--- config.mk ---
export PLATFORM = sky130hd
export DESIGN_NAME = alu_wb_arbiter
export DESIGN_NICKNAME = d
export VERILOG_FILES = /design/src/rtl/alu_wb_arbiter.sv
export SDC_FILE = /design/constraint.sdc
export NUM_CORES = 1
export LEC_CHECK = 0
export CAP_MARGIN = 20
export CORE_AREA = 2 2 192 147
export CTS_CLUSTER_SIZE = 20
export DETAILED_ROUTE_END_ITERATION = 7
export DIE_AREA = 0 0 194 149
export PLACE_DENSITY = 0.7
export SYNTH_ARGS = -nofsm -noshare
export SYNTH_HDL_FRONTEND = slang
export SYNTH_SLANG_ARGS = --single-unit
--- constraint.sdc ---
create_clock -name clk -period 5.3 [get_ports clk]
set_clock_uncertainty 0.1 [all_clocks]
set_input_delay 1.06 -clock clk [delete_from_list [all_inputs] [get_ports clk]]
set_output_delay 1.06 -clock clk [all_outputs]
set_load 0.05 [all_outputs]
--- src/rtl/alu_wb_arbiter.sv ---
// Round-robin sharing of one writeback port among ALU result FIFOs.
// Define ALU_WB_ARB_PERF_EN to add the perf_conflict_cnt output.
`ifndef ALU_UNIT_NUM
`define ALU_UNIT_NUM 2
`endif

package alu_wb_pkg;
  typedef struct packed {
    logic        enable;
    logic [31:0] pc;
    logic [4:0]  rd;
    logic [31:0] value;
  } execute_wb_pack_t;
endpackage

module alu_wb_arbiter
  import alu_wb_pkg::*;
#(
  parameter int UNIT_NUM  = `ALU_UNIT_NUM,
  parameter int BUF_DEPTH = 2
) (
  input  logic                        clk,
  input  logic                        rst,
  input  execute_wb_pack_t            alu_data_in [UNIT_NUM],
  input  logic [UNIT_NUM-1:0]         alu_we,
  output logic [UNIT_NUM-1:0]         alu_full,
  input  logic                        flush,
  output execute_wb_pack_t            wb_data_out,
  output logic                        wb_data_out_valid,
  input  logic                        wb_ready,
  output logic [$clog2(UNIT_NUM)-1:0] grant_id
`ifdef ALU_WB_ARB_PERF_EN
  ,
  output logic [31:0]                 perf_conflict_cnt
`endif
);

  localparam int IW = $clog2(UNIT_NUM);
  localparam int PW = $clog2(BUF_DEPTH);
  localparam int CW = $clog2(BUF_DEPTH + 1);

  execute_wb_pack_t    mem [UNIT_NUM][BUF_DEPTH];
  logic [PW-1:0]       rd_ptr [UNIT_NUM];
  logic [PW-1:0]       wr_ptr [UNIT_NUM];
  logic [CW-1:0]       count [UNIT_NUM];
  logic [IW-1:0]       rr_ptr;

  logic [UNIT_NUM-1:0] nonempty;
  logic [UNIT_NUM-1:0] push;
  logic [UNIT_NUM-1:0] pop;
  logic                found;
  logic [IW-1:0]       grant;
  logic                pop_en;

  always_comb begin
    for (int i = 0; i < UNIT_NUM; i++) begin
      nonempty[i] = count[i] != '0;
      alu_full[i] = count[i] == CW'(BUF_DEPTH);
      push[i]     = alu_we[i] && !alu_full[i];
    end
  end

  // Scan from rr_ptr; with all FIFOs empty the grant rests on rr_ptr.
  always_comb begin
    int idx;
    idx   = 0;
    found = 1'b0;
    grant = rr_ptr;
    for (int k = 0; k < UNIT_NUM; k++) begin
      idx = int'(rr_ptr) + k;
      if (idx >= UNIT_NUM) idx = idx - UNIT_NUM;
      if (!found && nonempty[idx]) begin
        found = 1'b1;
        grant = IW'(idx);
      end
    end
  end

  assign wb_data_out_valid = found && !flush;
  assign grant_id          = grant;
  assign pop_en            = wb_data_out_valid && wb_ready;

  always_comb begin
    wb_data_out = '0;
    if (wb_data_out_valid) wb_data_out = mem[grant][rd_ptr[grant]];
  end

  always_comb begin
    for (int i = 0; i < UNIT_NUM; i++) begin
      pop[i] = pop_en && (grant == IW'(i));
    end
  end

  always_ff @(posedge clk) begin
    for (int i = 0; i < UNIT_NUM; i++) begin
      if (push[i]) mem[i][wr_ptr[i]] <= alu_data_in[i];
    end
  end

  always_ff @(posedge clk) begin
    if (rst || flush) begin
      for (int i = 0; i < UNIT_NUM; i++) begin
        rd_ptr[i] <= '0;
        wr_ptr[i] <= '0;
        count[i]  <= '0;
      end
      rr_ptr <= '0;
    end else begin
      for (int i = 0; i < UNIT_NUM; i++) begin
        if (push[i]) wr_ptr[i] <= wr_ptr[i] + PW'(1);
        if (pop[i])  rd_ptr[i] <= rd_ptr[i] + PW'(1);
        case ({push[i], pop[i]})
          2'b10:   count[i] <= count[i] + CW'(1);
          2'b01:   count[i] <= count[i] - CW'(1);
          default: count[i] <= count[i];
        endcase
      end
      if (pop_en) begin
        rr_ptr <= (grant == IW'(UNIT_NUM - 1)) ? '0 : grant + IW'(1);
      end
    end
  end

`ifdef ALU_WB_ARB_PERF_EN
  logic [IW:0] busy_cnt;
  logic        conflict;

  always_comb begin
    busy_cnt = '0;
    for (int i = 0; i < UNIT_NUM; i++) begin
      busy_cnt = busy_cnt + (IW+1)'(nonempty[i]);
    end
    conflict = (busy_cnt >= (IW+1)'(2)) && !flush;
  end

  always_ff @(posedge clk) begin
    if (rst) begin
      perf_conflict_cnt <= '0;
    end else if (conflict && perf_conflict_cnt != 32'hFFFF_FFFF) begin
      perf_conflict_cnt <= perf_conflict_cnt + 32'd1;
    end
  end
`endif

endmodule

# Word-level counts from Yosys, hierarchy flattened
# Memory sizes are Yosys's and may differ from the RTL's.
# Cells that the tools add are included.
# Widths: inputs -> output; s select.
# totals
register_bits	1
mem_bits_rw	288
inputBits	146
word_cells	129
mem_count	4
output_inout_bits	74
# memory_table
name	words	word_bits	read_ports	rd_ports_with_merged_regs	write_ports	line	text
mem	2	140	1	0	2	42	execute_wb_pack_t mem [UNIT_NUM][BUF_DEPTH];
count	2	2	2	0	2	45	logic [CW-1:0] count [UNIT_NUM];
rd_ptr	2	1	3	0	2	43	logic [PW-1:0] rd_ptr [UNIT_NUM];
wr_ptr	2	1	2	0	2	44	logic [PW-1:0] wr_ptr [UNIT_NUM];
# op_classes
magnitude_cmp	9
n_bitwise	14
add_sub_neg	12
reduce_logical	18
muxes	65
n_eq_ne	6
# ops
operator	n
$mux 70	6
$mux 140	2
$demux 70 s1	2
$lt 32x3->1 const B	2
$mux 32	2
$mux 1	47
$mux 2	6
$or 1x1->1	10
$logic_and 1x1->1	9
$eq 2x2->1 const B	4
$ge 2x2->1 const B	4
$not 1->2	3
$add 1x1->1 const B	5
$add 2x1->2 const B	2
$eq 2x1->1 const B	2
$logic_not 1->1	4
$lt 2x1->1 const B	2
$reduce_bool 2->1	2
$reduce_or 2->1	2
$sub 2x1->2 const B	2
$sub 1x2->3 const B	1
$sub 2x2->3 const B	1
$add 1x1->2 const B	1
$ge 1x2->1 const B	1
other kinds (2)	2

# Logic depth before layout (Yosys ltp)
# depth
depth_word	19
mapped_depth	10
mapped_depth_nobuf	10

# Least setup slack after synthesis
# OpenSTA, ideal clock, no wires.
# synth_timing
kind	input to register
from	in alu_we[1]
to	mem mem[1][100] in the netlist's numbering, enable pin
path_buffers	0
t_arrival_ns	4.090
path_stages	2
setup_time_ns	0.499
setup_slack_ns	0.612
required_time_ns	4.701
cell_sequence	nand2b_1 -> nor2_1
# synth_rtl
item	line	text
start, declared	25	input logic [UNIT_NUM-1:0] alu_we,
end, declared	42	

==> run_results.csv <==
group,metric,value,unit
finish,num_antenna_cells,0,
finish,drive_above_1_share,16.7,%
clocking,clock_sinks,289,
floorplanning,die_w,194,um
grt,grt_usage,19.0,%
grt,grt_pass1_wl,42.4,mm
clocking,tritoncts,"done",
synthesis,synthesis.nets,834,
clocking,htreeDepth,1,
detailed_routing,drc,0,
synthesis,yosys_warnings,0,
clocking,clock_latency,0.54,ns
finish,syn2layout_area_growth,27.7,%
sta,fin_tns_setup,0,ns
pwr,p_leak,4.94,nW
worst_setup_path,critical_path_class,"flip-flop to output pin",
pwr,p_seq_share,45.4,%
pwr,power_frac_clock,30.6,%
pwr,intPower,4.27,mW
floorplanning,num_rows,53,
pwr,power.total,6.09,mW
clocking,clockBufferDepth,3,
synthesis,syn-cell-area,0.0120,sq mm
detailed_routing,postRouteAntennaNets,0,
sta,fin_crit,4.68,ns
worst_setup_path,critPathCaptureType,"output pin",
pwr,net-switching-power,1.83,mW
detailed_routing,routedWlPerCell,22.0,um
worst_setup_path,worst-path-max-fanout,70,
clocking,ctsHoldBuffers,0,
pwr,peakVddDrop,0.280,mV
sta,hold_violations,0,
detailed_routing,vias_per_cell,5.51,
finish,mostFrequentLayoutCell,"edfxtp_1",
floorplanning,ios,220,
sta,worstMarginPinSlew,1.01,ns
detailed_routing,drt_iter0_drc,421,
pwr,combPwrFrac,24.0,%
grt,grt_pass1_vias,7230,
flow_run,drv_cap,0,
floorplanning,die-area,0.0289,sq mm
clocking,path_clk_slew,0.06,ns
synthesis,avgSynthCellArea,17.6,sq um
finish,stdcell_count,1261,
sta,post-route-period-util,88.3,%
finish,nets,1039,
grt,grt_max_degree,77,
synthesis,ys_types,34,
pwr,swShare,30.0,%
hold_path,hold_depth,1,
worst_setup_path,worst_ep_arrival_time,3.52,ns
sta,setup_viol,0,
floorplanning,initial_core_util,44.1,%
sta,rsz0062_at_grt,"no",
synthesis,syn_inst,682,
synthesis,synth-seq-cells,289,
worst_setup_path,cp.required,4.14,ns
detailed_routing,dr.pass1.iters,5,
detailed_routing,routed_wl,27.8,mm
grt,grt-ovfl-total,0,
place,io_buffer_count,219,
place,dpl.cell_count,1211,
clocking,cts_buffers,29,
finish,mostFrequentLayoutCells,"edfxtp_1 (288), clkdlybuf4s50_1 (219), a211oi_1 (123)",
floorplanning,core-area,0.0273,sq mm
clocking,ctsResizeCount,0,
worst_setup_path,critPathLaunchType,"flip-flop",
pwr,p_per_area,396,mW/mm^2
sta,maxSlewViolCount,0,
synthesis,ys_seq_area_share,72.0,%
finish,utilization,56.2,%
place,place_congestion,0.720,
sta,relSlewSlack,32.4,%
grt,antenna_found_initial,1,
clocking,cts_setup_buffers,0,
outcome,status,"complete, no violations",
worst_setup_path,reg2reg_depth,7,
hold_path,holdCritPathClass,"flip-flop to flip-flop",
detailed_routing,vias,6946,
clocking,root_buffer,"clkbuf_16",
floorplanning,die_height,149,um
place,hpwl,16.5,mm
sta,max_freq,0.214,GHz
## metrics by stage
| stage | cell area [sq um] | setup slack, ns | hold WS [ns] |
|---|---|---|---|
| after floorplan | 12000 | 0.612 | 0.431 |
| after detailed placement | 14500 | 0.963 | 0.454 |
| final | 15400 | 0.620 | 0.461 |
| after global routing | 15400 | 0.432 | 0.490 |
| after global placement | 14500 | 0.970 | 0.449 |
| after CTS | 15300 | 0.588 | 0.465 |
## critical path: stages (launching register included)
cell and delay [ns]:
edfxtp_1 0.58, o21ai_4 0.23, buf_4 0.72, a211oi_1 0.24, a211oi_1 0.32, clkdlybuf4s50_1 0.86
## flip-flops by register name, indices dropped and copies added, names as in the netlist
register	count
wr_ptr	2
mem	280
rd_ptr	2
rr_ptr	1
count	4
## power groups by stage
stage	registers, mW	logic, mW	clock network, mW
finish	2.77	1.46	1.87
global route	2.78	1.54	1.99
CTS	2.77	1.47	1.91
detailed placement	2.82	1.46	0
global placement	2.81	1.46	0
floorplan	2.80	0.994	0
## cells by family after synthesis
logic type,after synthesis,synth area share (%)
AO/OA/AOI/OAI,149,10.0
XOR/XNOR,2,0.146
adder cells (fa/ha/maj),6,0.624
buffers and inverters,65,3.34
flip-flops,289,72.0
multiplexers,141,12.5
AND/OR/NAND/NOR,30,1.38
## synth_stat cells
master / instances / area [sq um]
a21oi_1: 2 / 10.0
nor3_1: 3 / 15.0
nor4b_1: 2 / 17.5
and3_1: 2 / 12.5
mux2_2: 70 / 788
buf_2: 42 / 210
nand2_1: 5 / 18.8
o221ai_1: 1 / 8.76
mux2i_1: 71 / 711
nor3_4: 1 / 16.3
nor3b_1: 1 / 7.51
or3b_2: 1 / 8.76
o31ai_1: 1 / 7.51
o21ai_0: 1 / 5.00
and2_1: 2 / 12.5
clkbuf_1: 2 / 7.51
nor2_1: 9 / 33.8
a211oi_2: 17 / 213
buf_8: 1 / 15.0
or2_2: 1 / 6.26
edfxtp_1: 288 / 8650
buf_6: 12 / 135
o21ai_2: 1 / 8.76
a31o_2: 1 / 8.76
xor2_1: 2 / 17.5
buf_4: 1 / 7.51
nand3_1: 1 / 5.00
a211oi_1: 123 / 923
dfxtp_1: 1 / 20.0
a311oi_1: 1 / 8.76
a21o_4: 1 / 15.0
ha_1: 6 / 75.1
nand2b_1: 2 / 12.5
inv_1: 7 / 26.3
## per-layer routing
metal,vias to the layer above,track usage [%],share of wire (%)
li1,3197,-,-
met1,3484,26.9,45
met2,225,30.5,46
met3,38,3.78,6.4
met4,2,4.28,2.1
met5,-,0,0.047
## worst paths after layout
| path | start | endpoint | slack, ns |
|---|---|---|---|
| max | count[0][1]$_SDFFCE_PP0P_ | wb_data_out[10] | 0.62 |
| min | count[1][0]$_DFFE_PP_ | count[1][0]$_DFFE_PP_ | 0.46 |
| max reg2reg | rr_ptr$_SDFFE_PN0N_ | count[1][0]$_DFFE_PP_ | 2.12 |
| min reg2reg | count[1][0]$_DFFE_PP_ | count[1][0]$_DFFE_PP_ | 0.46 |
## cell type report
| class | count | area [sq um] |
|---|---|---|
| Clock buffer | 33 | 741 |
| Clock inverter | 15 | 104 |
| Fill cell | 2180 | 12000 |
| Inverter | 7 | 26.3 |
| Multi-Input combinational cell | 328 | 3010 |
| Sequential cell | 289 | 8670 |
| Tap cell | 357 | 447 |
| Timing Repair Buffer | 232 | 2370 |
(Power assumes the default switching activity.)
